`src/rtl/miner_wb_regfile.sv`:
```
// -----------------------------------------------------------------------------
// miner_wb_regfile
//   Wishbone-classic slave register file between the management SoC and the
//   SHA-256d hashing core. Holds the work unit (midstate, header tail, nonce
//   range), issues start/stop pulses to the core and buffers found nonces in
//   a small FIFO that firmware pops by reading RESULT.
//
// Ports
//   wb_clk, wb_rst_n      clock, synchronous active-low reset
//   wb_cycle/strobe/we    Wishbone classic request qualifiers
//   wb_sel[3:0]           byte lane selects
//   wb_addr[7:0]          byte address (bits [1:0] ignored)
//   wb_wdata[31:0]        write data
//   wb_ack                registered acknowledge, one cycle wide
//   wb_rdata[31:0]        read data, valid while wb_ack=1
//   midstate[255:0]       MIDSTATE7..0, word 0 in [31:0]
//   header_tail[95:0]     DATA2..0, word 0 in [31:0]
//   nonce_start/end       inclusive nonce range
//   work_start/stop       one-cycle pulses to the core
//   core_busy             core is hashing
//   nonce_valid, nonce    found-nonce strobe and value
//   irq                   registered interrupt
//
// Handshake: a request is wb_cycle & wb_strobe & !wb_ack. The request edge
// raises wb_ack, commits any write and loads wb_rdata; wb_ack drops on the
// next edge, so a held strobe yields at most one ack every other cycle.
// -----------------------------------------------------------------------------
module miner_wb_regfile #(
  parameter int          FIFO_DEPTH = 8,
  parameter logic [31:0] ID_VALUE   = 32'h4254_4331
) (
  input  logic         wb_clk,
  input  logic         wb_rst_n,
  input  logic         wb_cycle,
  input  logic         wb_strobe,
  input  logic         wb_we,
  input  logic [3:0]   wb_sel,
  input  logic [7:0]   wb_addr,
  input  logic [31:0]  wb_wdata,
  output logic         wb_ack,
  output logic [31:0]  wb_rdata,
  output logic [255:0] midstate,
  output logic [95:0]  header_tail,
  output logic [31:0]  nonce_start,
  output logic [31:0]  nonce_end,
  output logic         work_start,
  output logic         work_stop,
  input  logic         core_busy,
  input  logic         nonce_valid,
  input  logic [31:0]  nonce,
  output logic         irq
);

  localparam int AW = $clog2(FIFO_DEPTH);
  localparam int CW = AW + 1;

  // Word indices (byte offset / 4)
  localparam logic [5:0] A_DATA0  = 6'd8;
  localparam logic [5:0] A_DATA1  = 6'd9;
  localparam logic [5:0] A_DATA2  = 6'd10;
  localparam logic [5:0] A_NSTART = 6'd11;
  localparam logic [5:0] A_NEND   = 6'd12;
  localparam logic [5:0] A_CTRL   = 6'd13;
  localparam logic [5:0] A_STATUS = 6'd14;
  localparam logic [5:0] A_RESULT = 6'd15;
  localparam logic [5:0] A_ID     = 6'd16;

  logic [31:0]   r_midstate [8];
  logic [31:0]   r_data     [3];
  logic [31:0]   r_nonce_start;
  logic [31:0]   r_nonce_end;
  logic          r_irq_en;
  logic          r_overflow;
  logic [31:0]   r_fifo     [FIFO_DEPTH];
  logic [AW-1:0] r_wptr;
  logic [AW-1:0] r_rptr;
  logic [CW-1:0] r_count;

  logic          w_req;
  logic          w_wr;
  logic          w_rd;
  logic [5:0]    w_word;
  logic          w_empty;
  logic          w_full;
  logic          w_pop;
  logic          w_push;
  logic          w_ovf_set;
  logic          w_ovf_clr;
  logic          w_ctrl_wr;
  logic [7:0]    w_count8;
  logic [31:0]   w_status;
  logic [31:0]   w_rd_mux;
  logic          w_unused;

  // Address bits [1:0] carry no meaning for word registers.
  assign w_unused = ^wb_addr[1:0];

  function automatic logic [31:0] f_merge(input logic [31:0] old_v,
                                          input logic [31:0] new_v,
                                          input logic [3:0]  sel);
    logic [31:0] res;
    res = old_v;
    for (int b = 0; b < 4; b++) begin
      if (sel[b]) res[8*b +: 8] = new_v[8*b +: 8];
    end
    return res;
  endfunction

  assign w_req  = wb_cycle & wb_strobe & ~wb_ack;
  assign w_wr   = w_req & wb_we;
  assign w_rd   = w_req & ~wb_we;
  assign w_word = wb_addr[7:2];

  assign w_empty = (r_count == '0);
  assign w_full  = (r_count == CW'(FIFO_DEPTH));

  // A pop frees a slot on the same edge, so a push into a full FIFO is
  // accepted when it coincides with a RESULT read.
  assign w_pop     = w_rd & (w_word == A_RESULT) & ~w_empty;
  assign w_push    = nonce_valid & (~w_full | w_pop);
  assign w_ovf_set = nonce_valid & w_full & ~w_pop;

  assign w_ctrl_wr = w_wr & (w_word == A_CTRL) & wb_sel[0];
  assign w_ovf_clr = w_wr & (w_word == A_STATUS) & wb_sel[0] & wb_wdata[3];

  assign w_count8 = 8'(r_count);
  assign w_status = {16'b0, w_count8, 4'b0, r_overflow, w_full, w_empty, core_busy};

  always_comb begin
    w_rd_mux = '0;
    if (w_word < A_DATA0) begin
      w_rd_mux = r_midstate[w_word[2:0]];
    end else begin
      case (w_word)
        A_DATA0:  w_rd_mux = r_data[0];
        A_DATA1:  w_rd_mux = r_data[1];
        A_DATA2:  w_rd_mux = r_data[2];
        A_NSTART: w_rd_mux = r_nonce_start;
        A_NEND:   w_rd_mux = r_nonce_end;
        A_CTRL:   w_rd_mux = {29'b0, r_irq_en, 2'b0};
        A_STATUS: w_rd_mux = w_status;
        A_RESULT: w_rd_mux = w_empty ? 32'h0 : r_fifo[r_rptr];
        A_ID:     w_rd_mux = ID_VALUE;
        default:  w_rd_mux = '0;
      endcase
    end
  end

  always_ff @(posedge wb_clk) begin
    if (!wb_rst_n) begin
      for (int i = 0; i < 8; i++) r_midstate[i] <= '0;
      for (int i = 0; i < 3; i++) r_data[i] <= '0;
      r_nonce_start <= '0;
      r_nonce_end   <= '0;
      r_irq_en      <= 1'b0;
      r_overflow    <= 1'b0;
      r_wptr        <= '0;
      r_rptr        <= '0;
      r_count       <= '0;
      wb_ack        <= 1'b0;
      wb_rdata      <= '0;
      work_start    <= 1'b0;
      work_stop     <= 1'b0;
      irq           <= 1'b0;
    end else begin
      wb_ack <= w_req;
      if (w_req) wb_rdata <= w_rd_mux;

      // STOP wins over START; START is dropped while the core is busy.
      work_start <= w_ctrl_wr & wb_wdata[0] & ~wb_wdata[1] & ~core_busy;
      work_stop  <= w_ctrl_wr & wb_wdata[1];

      irq <= r_irq_en & (~w_empty | r_overflow);

      if (w_wr) begin
        if (w_word < A_DATA0) begin
          r_midstate[w_word[2:0]] <= f_merge(r_midstate[w_word[2:0]], wb_wdata, wb_sel);
        end else begin
          case (w_word)
            A_DATA0:  r_data[0]     <= f_merge(r_data[0], wb_wdata, wb_sel);
            A_DATA1:  r_data[1]     <= f_merge(r_data[1], wb_wdata, wb_sel);
            A_DATA2:  r_data[2]     <= f_merge(r_data[2], wb_wdata, wb_sel);
            A_NSTART: r_nonce_start <= f_merge(r_nonce_start, wb_wdata, wb_sel);
            A_NEND:   r_nonce_end   <= f_merge(r_nonce_end, wb_wdata, wb_sel);
            default:  ;
          endcase
        end
      end

      if (w_ctrl_wr) r_irq_en <= wb_wdata[2];

      // A new overflow on the clearing edge keeps the flag set.
      r_overflow <= (r_overflow & ~w_ovf_clr) | w_ovf_set;

      if (w_push) r_wptr <= r_wptr + AW'(1);
      if (w_pop)  r_rptr <= r_rptr + AW'(1);
      case ({w_push, w_pop})
        2'b10:   r_count <= r_count + CW'(1);
        2'b01:   r_count <= r_count - CW'(1);
        default: r_count <= r_count;
      endcase
    end
  end

  // Storage needs no reset: the pointers and count define what is valid.
  always_ff @(posedge wb_clk) begin
    if (w_push) r_fifo[r_wptr] <= nonce;
  end

  always_comb begin
    midstate = '0;
    for (int i = 0; i < 8; i++) midstate[32*i +: 32] = r_midstate[i];
    header_tail = {r_data[2], r_data[1], r_data[0]};
  end

  assign nonce_start = r_nonce_start;
  assign nonce_end   = r_nonce_end;

endmodule

```
`config.mk`:
```
export PLATFORM = sky130hd
export DESIGN_NAME = miner_wb_regfile
export DESIGN_NICKNAME = d
export VERILOG_FILES = /design/src/rtl/miner_wb_regfile.sv
export SDC_FILE = /design/constraint.sdc
export NUM_CORES = 1
export LEC_CHECK = 0
export BUFFER_PORTS_ARGS = -buffer_cell sky130_fd_sc_hd__clkbuf_2
export CAP_MARGIN = 20
export CORE_ASPECT_RATIO = 1.75
export CORE_MARGIN = 2
export CORE_UTILIZATION = 45
export CTS_CLUSTER_DIAMETER = 200
export CTS_CLUSTER_SIZE = 16
export DETAILED_ROUTE_END_ITERATION = 12
export GPL_ROUTABILITY_DRIVEN = 0
export GPL_TIMING_DRIVEN = 0
export PLACE_DENSITY = 0.67
export SLEW_MARGIN = 20
export SYNTH_ARGS = -nofsm -noshare
export SYNTH_HDL_FRONTEND = slang
export SYNTH_SLANG_ARGS = --single-unit
```
`constraint.sdc`:
```
create_clock -name wb_clk -period 8.5 [get_ports wb_clk]
set_input_delay 0.85 -clock wb_clk [delete_from_list [all_inputs] [get_ports wb_clk]]
set_output_delay 0.85 -clock wb_clk [all_outputs]
set_load 0.01 [all_outputs]
```
==> metrics.sh <==
SETUP.WORST_PATH.CLASS='input port to flop'
POST_SYNTH_INSTANCE_AREA_UM2=30000
NUMBER_OF_CLOCK_BUFFERS_INSERTED_BY_TRITONCTS=51
PLACE.DETAILED.HPWL_MM=92.6
MAPPED_AVG_CELL_AREA_UM2=14.9
WORST_R2R_STARTPOINT='r_count[1]$_SDFFE_PN0P_'
GLOBALROUTETOTALUTIL=0.341
WORST_HOLD_PATH_TYPE='flop to flop'
TIMING.MAX_CAP.VIOLATIONS=0
SYNTH.NET_COUNT=2102
CP-END-KIND='flop'
POST_SYNTH_NUM_CELL_TYPES=63
WORST_RELATIVE_SLEW_SLACK=0.123
CTSROOTBUFFERMASTER='clkbuf_16'
FINALNETCOUNT=2742
GR_MET1_DEMAND_RESOURCE=0.355
DRT_PRE_ANTENNA_ITERS=6
REPORT.POWER.TOTAL_uW=7020
AVGROUTEDWIREPERCELL_UM=32.9
ROW_COUNT=125
GRT_UTIL_MET3=0.102
CTS.REPAIR.RESIZED=0
FLOORPLAN.DIE.HEIGHT_UM=346
GRT_PASS1_WL_MM=163
VDD.IR_DROP.WORST_uV=122
SYNTH_WARNINGS=0
CTS_HTREE_LEVELS=2
POST_SYNTH_TOP_AREA_SHARE=0.608
CRITPATHARRIVALTIME_PS=4650
FINISH.UTILIZATION=0.543
STARTPOINT_OF_THE_MOST_CRITICAL_HOLD_PATH='nonce_start[18]$_SDFFE_PN0P_'
DR.FIRST_ITER.DRC_COUNT=2519
SYNTH_AREA_LEADER_CELL='edfxtp_1'
SETUP.WORST_PATH.START='wb_addr[2]'
GRT_MAX_DEGREE=33
TIMING.FINAL.SETUP_VIOLATIONS=0
DIE_AREA_UM2=68800
SYN_TO_FINAL_GROWTH_PCT=19.7
ROUTE.DETAILED.DRC=0
MAXCLOCKFREQUENCY_MHz=231
PLACE.PORT_BUFFERS=525
VIAS=21900
LAYOUT-DRIVE-GT1-SHARE=0.332
PD_CELLS_nW_PER_UM2=195
CTS-ROOT-TO-SINK-BUFFERS=3
CTS_HOLD_BUFFERS=0
DETAIL_ROUTE.VIAS_PER_CELL=6.08
CLKTRANSATPATHREGS_PS=70
GRT_UTIL_MET2=0.560
FINAL.PERIOD_UTILIZATION=0.510
FIN_WORST_HOLD_SLACK_PS=478
WORST_SLEW_PIN_SLEW_PS=1320
FIN_CRIT_PS=4330
SYNTH_ENABLE_FLOP_CELLS=608
DIE-WIDTH_UM=199
HOLD_VIOL_FINAL=0
TOP_USAGE_LAYER='met2'
DOMINANTREGCELLSYNTH='edfxtp_1'
LATER_PIN_CLOCK_LATENCY_IN_THE_SKEW_REPORT_PS=630
TOTAL_LEAKAGE_POWER_uW=0.0134
CORE_REGION_AREA_UM2=66200
GLOBAL_ROUTE.OVERFLOW_TOTAL=0
POST_SYNTH_INST_COUNT=2016
SETUP.WORST_PATH.START_CLASS='input port'
TOP_LEVEL_PORTS=535
DRT-TOTAL-WL_MM=118
NUMCLOCKSINKS=723
MAXSLEWVIOLCOUNT=0
NUMBER_OF_STORAGE_ELEMENTS_IN_THE_SYNTHESIS_NETLIST=723
FIRST_GLOBAL_VIAS=21900
SYNTH_AREA_LEADERS='edfxtp_1 (61%), dfxtp_1 (7.7%), mux4_2 (7.6%)'
ANTENNA_VIOLATING_NETS_POST_ROUTE=0
WORST_EP_REQUIRED_TIME_PS=8820
FILL_COUNT=5478
STATUS='finished clean'
ASYNC_RESET_FF_FRAC=0
RSZ0062_AT_GRT='no'
CRITICAL_PATH.MAX_FANOUT=10
SEQ_AREA_FRAC_SYNTH=0.685
NUMBER_OF_ANTENNA_VIOLATIONS_AT_THE_FIRST_CHECK_IN_GLOBAL_ROUTING=14
CLOCK_SKEW_PS=33.6
CTS_SETUP_BUFFERS=0
TRITONCTS_CLOCK_TREE='yes'
INITIAL_UTILIZATION=0.454
cells by family after synthesis:
family | count (synthesis) | share of synthesized area
flops | 723 | 0.685
mux | 283 | 0.140
compound gates | 260 | 0.0625
simple gates | 593 | 0.0882
buf+inv | 147 | 0.0207
fa+ha+maj | 3 | 0.00125
xor+xnor | 7 | 0.00204
worst max-delay path: stages:
cell and delay (ps):
buf_2 200, buf_2 420, buf_4 320, nor2b_1 830
buf_2 460, nand2_1 80, o21ai_0 660, a21boi_1 500
buf_4 280
path summary, 6_finish.rpt:
check	slack [ps]	depth (start not counted)	end
worst max-delay path	4170	9	r_data[0][59]$_SDFFCE_PN0P_
worst min-delay path	480	2	nonce_start[18]$_SDFFE_PN0P_
worst max register to register	4860	10	r_fifo[4][26]$_DFFE_PP_
worst min register to register	480	2	nonce_start[18]$_SDFFE_PN0P_
per-stage QoR:
step	worst slack [ps]	instances	TNS (ps)	instance area, µm²
2_1_floorplan	2900	2016	0	30000
3_5_place_dp	3750	3490	0	34400
4_1_cts	4400	3585	0	35900
3_3_place_gp	-887	3430	-78820	33700
5_1_grt	4190	3591	0	35900
6_report	4170	3596	0	35900
power breakdown:
group | leakage [µW] | switching (µW) | internal [µW] | total (µW)
Combinational | 0.00582 | 437 | 209 | 646
Sequential | 0.00688 | 73.7 | 3940 | 4010
Clock | 0.000708 | 1190 | 1170 | 2360
Total | 0.0134 | 1700 | 5320 | 7020
state kept, by name, summed over array words and instances, names as in the netlist, named ones only:
signal       flops
irq              1
nonce_end       32
nonce_start     32
r_count          4
r_data          96
r_fifo         256
r_irq_en         1
r_midstate     256
r_overflow       1
r_rptr           3
r_wptr           3
wb_ack           1
wb_rdata        32
work_start       1
work_stop        1
Yosys cell counts, types with 40 or more instances:
library cell  number
mux4_2           101
nand3_1           73
and2_1            40
nand2_1          136
nor2_1           284
mux2i_1           94
a221oi_1          46
mux2_2            88
dfxtp_1          115
o21ai_0           46
clkbuf_1          97
a21boi_0          65
edfxtp_1         608
layer usage:
layer  share of wire  routed length [µm]
met5         0.00063                  74
met4            0.10               11800
met3            0.11               13400
met2            0.48               57100
met1            0.30               36000
layout by cell type (no fill, tap or decap), types with 73 or more instances in the layout:
master,count
clkbuf_1,136
clkbuf_2,531
dfxtp_1,115
edfxtp_1,608
mux2_2,88
mux2i_1,94
mux4_2,101
nand2_1,128
nand3_1,73
nor2_1,283
area by class of cell:
type / instances / area (µm²) / share of cell area
flip-flops and latches: 723 / 20600 / 0.572
multi-input cells: 1146 / 8920 / 0.248
repair buffers: 587 / 3190 / 0.0889
clock buffers: 94 / 1480 / 0.0412
well taps: 889 / 1110 / 0.0310
plain buffers: 142 / 608 / 0.0169
diodes: 9 / 22.5 / 0.000627
inverters: 5 / 18.8 / 0.000522
clock inverters: 1 / 16.3 / 0.000453
Power figures use the tool's default switching activity.
